### src/rtl/iir_mc_pkg.sv
// iir_mc_pkg: shared types, tap ordering and arithmetic helpers for the
// time-shared biquad.
package iir_mc_pkg;

  typedef enum logic [1:0] {
    IDLE = 2'd0,
    MAC  = 2'd1,
    OUT  = 2'd2
  } state_t;

  // Tap order within one channel's MAC sequence.
  localparam int         NUM_TAPS = 5;
  localparam logic [2:0] TAP_B0   = 3'd0;
  localparam logic [2:0] TAP_B1   = 3'd1;
  localparam logic [2:0] TAP_B2   = 3'd2;
  localparam logic [2:0] TAP_A1   = 3'd3;
  localparam logic [2:0] TAP_A2   = 3'd4;

  function automatic int max_int(input int a, input int b);
    return (a > b) ? a : b;
  endfunction

  // Three guard bits cover the sum of five full-scale products.
  function automatic int acc_wid(input int in_wid, input int out_wid, input int coef_wid);
    return max_int(in_wid, out_wid) + coef_wid + 3;
  endfunction

  // Round half up, arithmetic shift, then clamp or wrap to out_wid bits.
  // Works on a 64-bit signed carrier; the caller truncates to out_wid.
  function automatic logic signed [63:0] round_resize(input logic signed [63:0] acc,
                                                      input int frac,
                                                      input int out_wid,
                                                      input bit sat);
    logic signed [63:0] rnd;
    logic signed [63:0] hi;
    logic signed [63:0] lo;
    logic signed [63:0] res;
    rnd = (acc + (64'sd1 <<< (frac - 1))) >>> frac;
    hi  = (64'sd1 <<< (out_wid - 1)) - 64'sd1;
    lo  = -(64'sd1 <<< (out_wid - 1));
    if (sat) begin
      if (rnd > hi)      res = hi;
      else if (rnd < lo) res = lo;
      else               res = rnd;
    end else begin
      res = (rnd <<< (64 - out_wid)) >>> (64 - out_wid);
    end
    return res;
  endfunction

endpackage

### src/rtl/iir_mc_mac.sv
// iir_mc_mac: single multiplier plus accumulator shared by all channels and
// taps, with the round/resize output stage. Build macro IIR_MC_SAT_EN selects
// saturation; otherwise the result wraps.
module iir_mc_mac
  import iir_mc_pkg::*;
#(
  parameter int COEF_WID  = 16,
  parameter int DATA_WID  = 10,
  parameter int ACC_WID   = 29,
  parameter int COEF_FRAC = 14,
  parameter int OUT_WID   = 10
) (
  input  logic                       clk,
  input  logic                       reset,
  input  logic                       acc_clr_i,
  input  logic                       acc_en_i,
  input  logic                       neg_i,
  input  logic signed [COEF_WID-1:0] coef_i,
  input  logic signed [DATA_WID-1:0] data_i,
  output logic signed [OUT_WID-1:0]  res_o
);

  localparam int PROD_WID = COEF_WID + DATA_WID;

`ifdef IIR_MC_SAT_EN
  localparam bit SAT = 1'b1;
`else
  localparam bit SAT = 1'b0;
`endif

  logic signed [PROD_WID-1:0] prod;
  logic signed [ACC_WID-1:0]  term;
  logic signed [ACC_WID-1:0]  sum;
  logic signed [ACC_WID-1:0]  acc_q;
  logic signed [ACC_WID-1:0]  acc_d;

  // Product feeds the adder directly; the result reflects the current tap too.
  always_comb begin
    prod  = PROD_WID'(coef_i) * PROD_WID'(data_i);
    term  = ACC_WID'(prod);
    if (neg_i) term = -term;
    sum   = acc_q + term;
    acc_d = acc_q;
    if (acc_clr_i)     acc_d = '0;
    else if (acc_en_i) acc_d = sum;
    res_o = OUT_WID'(round_resize(64'(sum), COEF_FRAC, OUT_WID, SAT));
  end

  // Accumulator register; clear wins over enable.
  always_ff @(posedge clk or posedge reset) begin
    if (reset) acc_q <= '0;
    else       acc_q <= acc_d;
  end

endmodule

### src/rtl/iir_mc.sv
// iir_mc: multi-channel time-shared DF-I biquad with valid/ready on both
// sides. Build macro IIR_MC_SAT_EN enables output saturation (default wrap).
//
// state | meaning
// IDLE  | waiting for an input vector, in_ready high
// MAC   | one tap product per cycle, channel after channel
// OUT   | output vector held until out_ready
module iir_mc
  import iir_mc_pkg::*;
#(
  parameter int CH_NUM    = 2,
  parameter int IN_WID    = 10,
  parameter int OUT_WID   = 10,
  parameter int COEF_WID  = 16,
  parameter int COEF_FRAC = 14
) (
  input  logic                        clk,
  input  logic                        reset,
  input  logic                        clr,
  input  logic signed [COEF_WID-1:0]  coef_b0,
  input  logic signed [COEF_WID-1:0]  coef_b1,
  input  logic signed [COEF_WID-1:0]  coef_b2,
  input  logic signed [COEF_WID-1:0]  coef_a1,
  input  logic signed [COEF_WID-1:0]  coef_a2,
  input  logic                        in_valid,
  output logic                        in_ready,
  input  logic [CH_NUM*IN_WID-1:0]    in_data,
  output logic                        out_valid,
  input  logic                        out_ready,
  output logic [CH_NUM*OUT_WID-1:0]   out_data
);

  localparam int              DATA_WID = max_int(IN_WID, OUT_WID);
  localparam int              ACC_WID  = acc_wid(IN_WID, OUT_WID, COEF_WID);
  localparam int              CH_W     = (CH_NUM > 1) ? $clog2(CH_NUM) : 1;
  localparam logic [CH_W-1:0] CH_LAST  = CH_W'(CH_NUM - 1);
  localparam logic [2:0]      TAP_LAST = 3'(NUM_TAPS - 1);

  state_t                     state_q, state_d;
  logic [CH_W-1:0]            ch_q;
  logic [2:0]                 step_q;
  logic [CH_NUM*IN_WID-1:0]   samp_q;
  logic signed [IN_WID-1:0]   x1_q [CH_NUM];
  logic signed [IN_WID-1:0]   x2_q [CH_NUM];
  logic signed [OUT_WID-1:0]  y1_q [CH_NUM];
  logic signed [OUT_WID-1:0]  y2_q [CH_NUM];
  logic [CH_NUM*OUT_WID-1:0]  out_q;

  logic                       accept;
  logic                       last_tap;
  logic                       acc_en;
  logic                       acc_clr;
  logic signed [IN_WID-1:0]   x0;
  logic signed [COEF_WID-1:0] mac_coef;
  logic signed [DATA_WID-1:0] mac_data;
  logic                       mac_neg;
  logic signed [OUT_WID-1:0]  mac_res;

  // State register.
  always_ff @(posedge clk or posedge reset) begin
    if (reset) state_q <= IDLE;
    else       state_q <= state_d;
  end

  // Next state and control strobes; clr overrides everything, including accept.
  always_comb begin
    state_d   = state_q;
    accept    = 1'b0;
    last_tap  = 1'b0;
    acc_en    = 1'b0;
    acc_clr   = 1'b0;
    in_ready  = 1'b0;
    out_valid = 1'b0;
    case (state_q)
      IDLE: begin
        in_ready = !reset;
        if (in_valid) begin
          accept  = 1'b1;
          acc_clr = 1'b1;
          state_d = MAC;
        end
      end
      MAC: begin
        acc_en = 1'b1;
        if (step_q == TAP_LAST) begin
          last_tap = 1'b1;
          acc_clr  = 1'b1;
          if (ch_q == CH_LAST) state_d = OUT;
        end
      end
      OUT: begin
        out_valid = 1'b1;
        if (out_ready) state_d = IDLE;
      end
      default: state_d = IDLE;
    endcase
    if (clr) begin
      state_d  = IDLE;
      accept   = 1'b0;
      last_tap = 1'b0;
      acc_en   = 1'b0;
      acc_clr  = 1'b1;
    end
  end

  // Tap operand select for the current channel and step.
  always_comb begin
    x0       = samp_q[ch_q*IN_WID +: IN_WID];
    mac_coef = coef_b0;
    mac_data = DATA_WID'(x0);
    mac_neg  = 1'b0;
    case (step_q)
      TAP_B1: begin
        mac_coef = coef_b1;
        mac_data = DATA_WID'(x1_q[ch_q]);
      end
      TAP_B2: begin
        mac_coef = coef_b2;
        mac_data = DATA_WID'(x2_q[ch_q]);
      end
      TAP_A1: begin
        mac_coef = coef_a1;
        mac_data = DATA_WID'(y1_q[ch_q]);
        mac_neg  = 1'b1;
      end
      TAP_A2: begin
        mac_coef = coef_a2;
        mac_data = DATA_WID'(y2_q[ch_q]);
        mac_neg  = 1'b1;
      end
      default: ;
    endcase
  end

  iir_mc_mac #(
    .COEF_WID  (COEF_WID),
    .DATA_WID  (DATA_WID),
    .ACC_WID   (ACC_WID),
    .COEF_FRAC (COEF_FRAC),
    .OUT_WID   (OUT_WID)
  ) u_mac (
    .clk       (clk),
    .reset     (reset),
    .acc_clr_i (acc_clr),
    .acc_en_i  (acc_en),
    .neg_i     (mac_neg),
    .coef_i    (mac_coef),
    .data_i    (mac_data),
    .res_o     (mac_res)
  );

  // Sample latch, step/channel counters, per-channel history and output slots.
  always_ff @(posedge clk or posedge reset) begin
    if (reset) begin
      ch_q   <= '0;
      step_q <= '0;
      samp_q <= '0;
      out_q  <= '0;
      for (int c = 0; c < CH_NUM; c++) begin
        x1_q[c] <= '0;
        x2_q[c] <= '0;
        y1_q[c] <= '0;
        y2_q[c] <= '0;
      end
    end else if (clr) begin
      ch_q   <= '0;
      step_q <= '0;
      for (int c = 0; c < CH_NUM; c++) begin
        x1_q[c] <= '0;
        x2_q[c] <= '0;
        y1_q[c] <= '0;
        y2_q[c] <= '0;
      end
    end else begin
      if (accept) begin
        samp_q <= in_data;
        ch_q   <= '0;
        step_q <= '0;
      end
      if (acc_en) begin
        if (last_tap) begin
          step_q     <= '0;
          ch_q       <= (ch_q == CH_LAST) ? '0 : ch_q + CH_W'(1);
          x2_q[ch_q] <= x1_q[ch_q];
          x1_q[ch_q] <= x0;
          y2_q[ch_q] <= y1_q[ch_q];
          y1_q[ch_q] <= mac_res;
          out_q[ch_q*OUT_WID +: OUT_WID] <= mac_res;
        end else begin
          step_q <= step_q + 3'd1;
        end
      end
    end
  end

  assign out_data = out_q;

endmodule

### config.mk
export PLATFORM = sky130hd
export DESIGN_NAME = iir_mc
export DESIGN_NICKNAME = d
export VERILOG_FILES = /design/src/rtl/iir_mc_pkg.sv /design/src/rtl/iir_mc_mac.sv /design/src/rtl/iir_mc.sv
export SDC_FILE = /design/constraint.sdc
export NUM_CORES = 1
export LEC_CHECK = 0
export BUFFER_PORTS_ARGS = -buffer_cell sky130_fd_sc_hd__clkbuf_2
export CAP_MARGIN = 20
export CORE_UTILIZATION = 50
export DETAILED_ROUTE_END_ITERATION = 10
export PLACE_DENSITY = 0.7
export SYNTH_ARGS = -nofsm -noshare
export SYNTH_HDL_FRONTEND = slang
export SYNTH_SLANG_ARGS = --single-unit
### constraint.sdc
create_clock -name clk -period 10.9 [get_ports clk]
set_clock_uncertainty 0.15 [all_clocks]
set_input_delay 0.545 -clock clk [delete_from_list [all_inputs] [get_ports clk]]
set_output_delay 0.545 -clock clk [all_outputs]
set_load 0.01 [all_outputs]
==> impl_metrics.ini, run 1 <==
[route]
routedWlPerCell_um = 18.6
viasPerCell = 5.75
firstDrtPassIters = 5
routed_wl_um = 37500
drtIter0Drc = 902
drc = 0
vias = 11600
antenna_left = 0

[worst_setup_path]
r2r_end = out_data[9]
cp-endpoint = out_data[9]
reg2regPathDepth = 37
cp-start-kind = register
cp_slowest_stage_delay_ns = 0.67
reg2reg_slack_ns = 0.67
arrival_ns = 10.37
cp-startpoint = step_q[2]
crit_path_end_kind = register
cp.required_ns = 11.04
crit_top_cell = inv_1
r2r_start = step_q[2]
critPathMaxFanout = 16
path_class = reg -> reg
cpMaxStageDelayCell = dfrtp_1

[synthesis]
synth-adder-area-share_pct = 26.0
ys_warn_count = 0
synth_edf_count = 0
synthFlopType = dfrtp_1
avgSynthCellArea_um2 = 9.51
synth_top_family_by_area = adder cells
syn_nets = 1833
synth.distinct_cells = 78
netlist.area_leader.share_pct = 26.2
yosys-top-cells-count = 180 x nand2_1, 167 x inv_1, 150 x dfrtp_1
synth_most_common_cell = nand2_1
synth-simple-area-share_pct = 13.6
synth-seq-cells = 150
synth_top_area_cell = dfrtp_1
synth_mux_area_share_pct = 5.42
netlist_area_um2 = 14300
synth-compound-area-share_pct = 17.7
ys_seq_area_share_pct = 26.2
synth_area_leaders = dfrtp_1 26%, fa_1 18%, ha_1 7.7%, nand2_1 4.7%, a22o_1 4.6%
synthCells = 1509
synthArstFlopShare_pct = 100
synthXorXnorAreaFrac_pct = 4.67

[floorplan]
die_h_um = 171
initial_utilization_pct = 51.2
placementRows = 61
core_area_um2 = 28000
fp.dieW_um = 171
die_area_um2 = 29400
pin_count = 127

[clock_tree]
cts.sinks = 150
cts_tree = done
clk_latency_ns = 0.44
cts_buffer_depth = 2
postCtsResizedCells = 0
ctsRootBufferMaster = clkbuf_16
clkTransAtPathRegs_ns = 0.07
cts_max_level = 4
holdBufCountCts = 0
tritoncts.num_buffers = 17
post_cts_buffers = 0

[hold_path]
min_path_type = in -> async

[sta]
finalCriticalPeriod_ns = 10.23
drv_slew = 0
worst_pin_slew_ns = 1.08
hold_viol = 0
fin_ws_ns = 0.673
rsz0062_at_grt = no
max_freq_mhz = 97.8
setup_violations = 0
finalCritPeriodShare_pct = 93.8
tns_ns = 0
max-slew-margin-rel_pct = 27.5

[status]
status = finished clean

[global_routing]
grt_max_degree = 80
grt_pass1_vias = 11600
grt.total_usage_pct = 27.1
grt_overflow = 0
antenna_found_initial = 0
grt_pass1_wl_um = 61600

[cells_and_area]
drive_above_1_share_pct = 15.9
syn_to_final_growth_pct = 12.3
finalNetCount = 1952
diodes = 0

[placement]
gp_congestion = 0.908
dp_slack_ns = 0.617
io_buffer_count = 126
dp_hpwl_um = 28600

[job]
drv_cap = 0
[cells by family (layout without fill, tap and decap cells)]
group                    Yosys count  in the layout
AND/OR/NAND/NOR                  407            407
AO/OA/AOI/OAI                    348            348
buffers and inverters            235            367
adder cells (fa/ha/maj)          219            219
flip-flops                       150            150
XOR/XNOR                          75             75
multiplexers                      75             75
[worst max-delay path: cells and delay by family, from the launching register on]
| kind | cells | cell delay (ns) |
|---|---|---|
| buf+inv | 7 | 0.77 |
| flops | 1 | 0.67 |
| fa+ha+maj | 9 | 3.61 |
| compound gates | 6 | 1.39 |
| simple gates | 11 | 2.42 |
| xor+xnor | 4 | 1.08 |
[cell usage in the layout, fill, tap and decap left out, types with 4 or more instances in the layout]
master,synthesis,final
nand3b_1,4,4
and2_1,23,23
a21o_1,31,31
nor3_1,17,16
nand3_1,16,16
clkinv_8,0,4
mux2i_1,54,54
nand2_1,180,180
buf_4,1,41
o211ai_1,9,9
nor3b_1,5,5
fa_1,131,131
and2b_1,9,9
xnor2_1,48,48
a211oi_1,10,10
clkbuf_16,0,17
o22ai_1,17,17
nor2_1,79,78
a21oi_1,46,45
a22o_1,76,76
dfrtp_1,150,149
inv_8,0,4
a22oi_1,31,31
o31ai_1,8,8
mux2_2,21,21
nand2b_1,20,20
ha_1,88,88
o21ai_1,6,5
clkbuf_2,0,126
inv_1,167,166
nor2b_1,21,21
a31oi_1,20,20
or2_2,6,6
o21ai_0,48,48
o21a_1,8,7
xor2_1,26,26
[through the flow]
step                      utilization, %  instance area (um2)  std cells  hold slack (ns)
after global placement              55.3                15500       1987            0.309
after detailed placement            55.3                15500       1987            0.315
after CTS                           57.5                16100       2019            0.114
after floorplan                        -                14300       1509            0.305
final                               57.5                16100       2019            0.102
after global routing                57.5                16100       2019            0.173
[registers in the layout (all words and copies together) (netlist names)]
register,flops
x1_q,20
y2_q,20
step_q,3
samp_q,20
y1_q,20
x2_q,20
ch_q,1
state_q,2
out_data,20
u_mac.acc_q,24
[how the worst min path moves through the flow]
stage / cells past startpoint / slack [ns] / start / to
after floorplan: 2 / 0.31 / u_mac.acc_q[6] / u_mac.acc_q[6]
after global placement: 2 / 0.31 / out_data[10] / out_data[10]
after detailed placement: 2 / 0.31 / out_data[3] / out_data[3]
after CTS: 2 / 0.11 / reset / out_data[8]
after global routing: 2 / 0.17 / reset / out_data[8]
final: 2 / 0.10 / reset / out_data[7]
[area by class of cell]
type                       instances  area [um2]
clock inverter                    15         200
multi-input combinational       1124        9690
timing repair buffer             167         938
tap                              378         473
sequential                       150        3750
clock buffer                      17         425
fill                            2453       11900
inverter                         168         636
[routing by layer]
metal | part of all wire, % | vias up | GRT usage, %
met3 | 6.5 | 45 | 3.57
met2 | 46 | 423 | 43.3
li1 | - | 5400 | -
met4 | 1.8 | 0 | 7.45
met1 | 46 | 5737 | 38.6
met5 | 0 | - | 0
Power of run 1 is left out: the tool's default activity adds up to more than one toggle a clock period on the data nets, which glitch-free logic cannot reach.
==> inputs of run 2 (changes only) <==
--- a/config.mk
+++ b/config.mk
@@ -10,6 +10,7 @@
 export CORE_UTILIZATION = 50
 export DETAILED_ROUTE_END_ITERATION = 10
 export PLACE_DENSITY = 0.7
+export RECOVER_POWER = 100
 export SYNTH_ARGS = -nofsm -noshare
 export SYNTH_HDL_FRONTEND = slang
 export SYNTH_SLANG_ARGS = --single-unit
==> run 2 against run 1 <==
  * The run now ends with max-capacitance violations, max-slew violations left
  * Wire length decreased by 0.23%
  * Critical path depth is the same
  * Global-route usage unchanged
  * Non-clock buffer count did not move
  * Sequential share of layout area increased by 0.10 points
  * Largest cell class unchanged
  * Register-to-register slack hardly changed
==> impl_metrics.ini, run 2 (synthesized netlist as in run 1, its figures left out) <==
[worst_setup_path]
cp.required_ns = 11.05
crit_path_end_kind = register
arrival_ns = 10.39
cp_slowest_stage_delay_ns = 0.57
reg2regPathDepth = 37
crit_top_cell = ha_1
path_class = reg -> reg
cpMaxStageDelayCell = dfrtp_1
critPathMaxFanout = 16
cp-start-kind = register

[route]
top_layer_used = met4
viasPerCell = 5.77
wl_met2_um = 17200
wl_met1_um = 17400
drc = 0
firstDrtPassIters = 7
dr_wl_met3_um = 2200
drtIter0Drc = 895
routedWlPerCell_um = 18.5
routed_wl_um = 37400
antenna_left = 0
vias = 11600

[sta]
finalCritPeriodShare_pct = 93.9
fin_ws_ns = 0.666
setup_violations = 0
holdWs_ns = 0.189
finalCriticalPeriod_ns = 10.23
max-slew-margin-rel_pct = -150
rsz0062_at_grt = no
worst_pin_slew_ns = 3.75
max_freq_mhz = 97.7
hold_viol = 0
drv_slew = 226
tns_ns = 0

[global_routing]
grt_pass1_wl_um = 61600
grt.total_usage_pct = 27.1
grt_max_degree = 80
grt_pass1_vias = 11600
antenna_found_initial = 0
grt_overflow = 0

[job]
drv_cap = 4

[placement]
dpl.cell_count = 1987
gp_congestion = 0.908
io_buffer_count = 126
dp_hpwl_um = 28600
dp_slack_ns = 0.617

[floorplan]
fp.dieW_um = 171
pin_count = 127
die_area_um2 = 29400
die_h_um = 171
core_area_um2 = 28000
initial_utilization_pct = 51.2
placementRows = 61

[cells_and_area]
finalNetCount = 1952
syn_to_final_growth_pct = 11.9
top_register = u_mac.acc_q
final_cell_mix = 180 x nand2_1, 166 x inv_1, 149 x dfrtp_1, 131 x fa_1, 103 x clkbuf_2
drive_above_1_share_pct = 14.0
final_common_cell = nand2_1
largest_reg_flops = 24
diodes = 0
stdcell_count = 2019
fillers = 2472

[clock_tree]
clk_latency_ns = 0.44
holdBufCountCts = 0
cts_max_level = 4
tritoncts.num_buffers = 17
cts_buffer_depth = 2
post_cts_buffers = 0
cts_tree = done
clkTransAtPathRegs_ns = 0.07
cts.sinks = 150
ctsRootBufferMaster = clkbuf_16

[status]
status = finished with violations
violations = max-capacitance violations, max-slew violations

[hold_path]
hold_depth = 2
min_path_type = in -> reg
## run 2: stage by stage
| step | util (%) | area (um2) |
|---|---|---|
| after floorplan | - | 14300 |
| after global placement | 55.3 | 15500 |
| after detailed placement | 55.3 | 15500 |
| after CTS | 57.5 | 16100 |
| after global routing | 57.3 | 16000 |
| final | 57.3 | 16000 |
## run 2: final timing paths
| path | from | endpoint | slack (ns) |
|---|---|---|---|
| max | step_q[2] | out_data[19] | 0.67 |
| min | in_data[16] | samp_q[16] | 0.19 |
| max reg2reg | step_q[2] | out_data[19] | 0.67 |
| min reg2reg | out_data[3] | out_data[3] | 0.33 |
| max in group asynchronous | reset | x2_q[18] | 4.97 |
| min in group asynchronous | reset | out_data[8] | 1.00 |
## run 2: per-layer routing
layer  global-route usage [%]  vias to the layer above
li1                         -                     5401
met1                     38.6                     5801
met2                     43.3                      401
met3                     3.57                       42
met4                     7.45                        0
met5                        0                        -
## run 2: what timing repair did
action / in CTS / in global routing
hold endpoints to repair: 0 / 0
resized for setup: 0 / 2
setup endpoints to repair: 0 / 8
## run 2: area by class of cell
| type | count | area [um2] | share of cell area (%) |
|---|---|---|---|
| multi-input combinational | 1124 | 9680 | 60.3 |
| sequential | 150 | 3750 | 23.4 |
| timing repair buffer | 167 | 887 | 5.53 |
| inverter | 168 | 632 | 3.94 |
| tap | 378 | 473 | 2.95 |
| clock buffer | 17 | 425 | 2.65 |
| clock inverter | 15 | 200 | 1.25 |
## run 2: worst max-delay path, delay by kind of cell, from the launching register on
kind                     cells  cell delay, ns
AND/OR/NAND/NOR             11            2.06
adder cells (fa/ha/maj)      9            3.60
flip-flops                   1            0.57
XOR/XNOR                     4            1.10
buffers and inverters        7            1.15
AO/OA/AOI/OAI                6            1.46
Power of run 2 is left out for the same reason.
==> inputs of run 3 (changes only) <==
==> constraint.sdc (replaced) <==
create_clock -name clk -period 9.5 [get_ports clk]
set_clock_uncertainty 0.15 [all_clocks]
set_input_delay 0.475 -clock clk [delete_from_list [all_inputs] [get_ports clk]]
set_output_delay 0.475 -clock clk [all_outputs]
set_load 0.01 [all_outputs]
==> run 3 against run 2 <==
  * The flow still finishes with violations (max-capacitance violations, max-slew violations)
  * Clock-buffer cell count unchanged
  * Final cell count grew 4.8%
  * Critical endpoint is now y1_q[18]
  * Wire length is 7.3% higher
  * Register-to-register slack got worse by 0.45 ns
  * Cell area increased by 10%
  * Non-clock buffer count up 96
  * Sequential share of layout area is 2.1 points lower
  * Via count increased by 4.6%
  * Worst setup slack lost 0.45 ns
  * Utilization up 5.8 points
==> impl_metrics.ini, run 3 (synthesized netlist as in run 1, its figures left out) <==
[clock_tree]
cts_max_level = 4
clkTransAtPathRegs_ns = 0.07
clk_latency_ns = 0.43
cts_tree = done
cts.sinks = 150
holdBufCountCts = 0
ctsRootBufferMaster = clkbuf_16
cts_buffer_depth = 2
tritoncts.num_buffers = 17

[worst_setup_path]
crit_top_cell = buf_4
cp-start-kind = register
path_class = reg -> reg
cp_slowest_stage_delay_ns = 0.58
critPathMaxFanout = 14
crit_path_end_kind = register
cp.required_ns = 9.68
cpMaxStageDelayCell = fa_2
arrival_ns = 9.46

[cells_and_area]
stdcell_count = 2116
final_common_cell = nand2_1
fillers = 2313
largest_reg_flops = 24
final_cell_mix = 173 x nand2_1, 165 x inv_1, 147 x dfrtp_1, 128 x fa_1, 125 x clkbuf_2
diodes = 0
finalNetCount = 2049
syn_to_final_growth_pct = 23.1
drive_above_1_share_pct = 26.1
top_register = u_mac.acc_q

[floorplan]
die_h_um = 171
initial_utilization_pct = 51.2
placementRows = 61
pin_count = 127
die_area_um2 = 29400
core_area_um2 = 28000
fp.dieW_um = 171

[placement]
dpl.cell_count = 2030
gp_congestion = 0.941
dp_hpwl_um = 29600
io_buffer_count = 126

[hold_path]
min_path_type = in -> reg

[route]
antenna_left = 0
routed_wl_um = 40200
vias = 12200
routedWlPerCell_um = 19.0
firstDrtPassIters = 5
viasPerCell = 5.76
drc = 0
drtIter0Drc = 994

[global_routing]
grt.total_usage_pct = 27.6
grt_max_degree = 82
grt_pass1_wl_um = 63100
grt_overflow = 0
antenna_found_initial = 0
grt_pass1_vias = 12000

[sta]
hold_viol = 0
max_freq_mhz = 108
drv_slew = 82
finalCritPeriodShare_pct = 97.8
finalCriticalPeriod_ns = 9.29
rsz0062_at_grt = yes
max-slew-margin-rel_pct = -139
worst_pin_slew_ns = 3.57
setup_violations = 0

[job]
drv_cap = 1

[status]
violations = max-capacitance violations, max-slew violations
status = finished with violations
-- run 3: final cells by class --
class | count | area (um2) | area share, %
flip-flops and latches | 150 | 3760 | 21.3
repair buffers | 263 | 1810 | 10.3
clock inverters | 15 | 180 | 1.02
well taps | 378 | 473 | 2.68
multi-input cells | 1125 | 10400 | 58.8
clock buffers | 17 | 425 | 2.41
inverters | 168 | 636 | 3.60
-- run 3: path summary, 6_finish.rpt --
path	cells after the start	slack, ns	endpoint	startpoint
setup / recovery	40	0.21	y1_q[18]	step_q[0]
hold reg to reg	2	0.33	out_data[5]	out_data[5]
max in group asynchronous	3	6.18	x1_q[15]	reset
hold / removal	2	0.12	samp_q[0]	in_data[0]
setup reg to reg	40	0.21	y1_q[18]	step_q[0]
min in group asynchronous	2	0.96	out_data[7]	reset
-- run 3: worst max-delay path, delay by kind of cell (launching register included) --
kind / cells / cell delay (ns)
XOR/XNOR: 4 / 0.79
adder cells (fa/ha/maj): 8 / 3.27
buffers and inverters: 12 / 1.61
flip-flops: 1 / 0.44
AND/OR/NAND/NOR: 7 / 1.10
AO/OA/AOI/OAI: 9 / 1.83
-- run 3: metal layers --
layer,up-vias,routed length (um),global-route usage (%),share of wire (%)
li1,5599,-,-,-
met1,6085,17900,39.0,45
met2,437,18900,44.1,47
met3,58,2500,4.60,6.2
met4,0,822,6.52,2.0
met5,-,0,0,0
-- run 3: per-stage QoR --
step	setup WS [ns]	hold WS (ns)	setup TNS (ns)	util, %	cell area (um2)
floorplan	0.0462	0.305	0	-	14300
global placement	-0.0192	0.309	-0.0368	56.7	15900
detailed placement	-0.123	0.312	-0.797	56.7	15900
CTS	0.00497	0.0611	0	59.1	16600
global route	-0.123	0.119	-1.27	63.1	17700
finish	0.214	0.123	0	63.1	17700
-- run 3: repair_timing --
item,4_1_cts,5_1_grt
setup buffers,1,50
gates resized for setup,10,140
setup endpoints to repair,12,39
cloned,0,4
pin swaps,1,69
Power of run 3 is left out for the same reason.
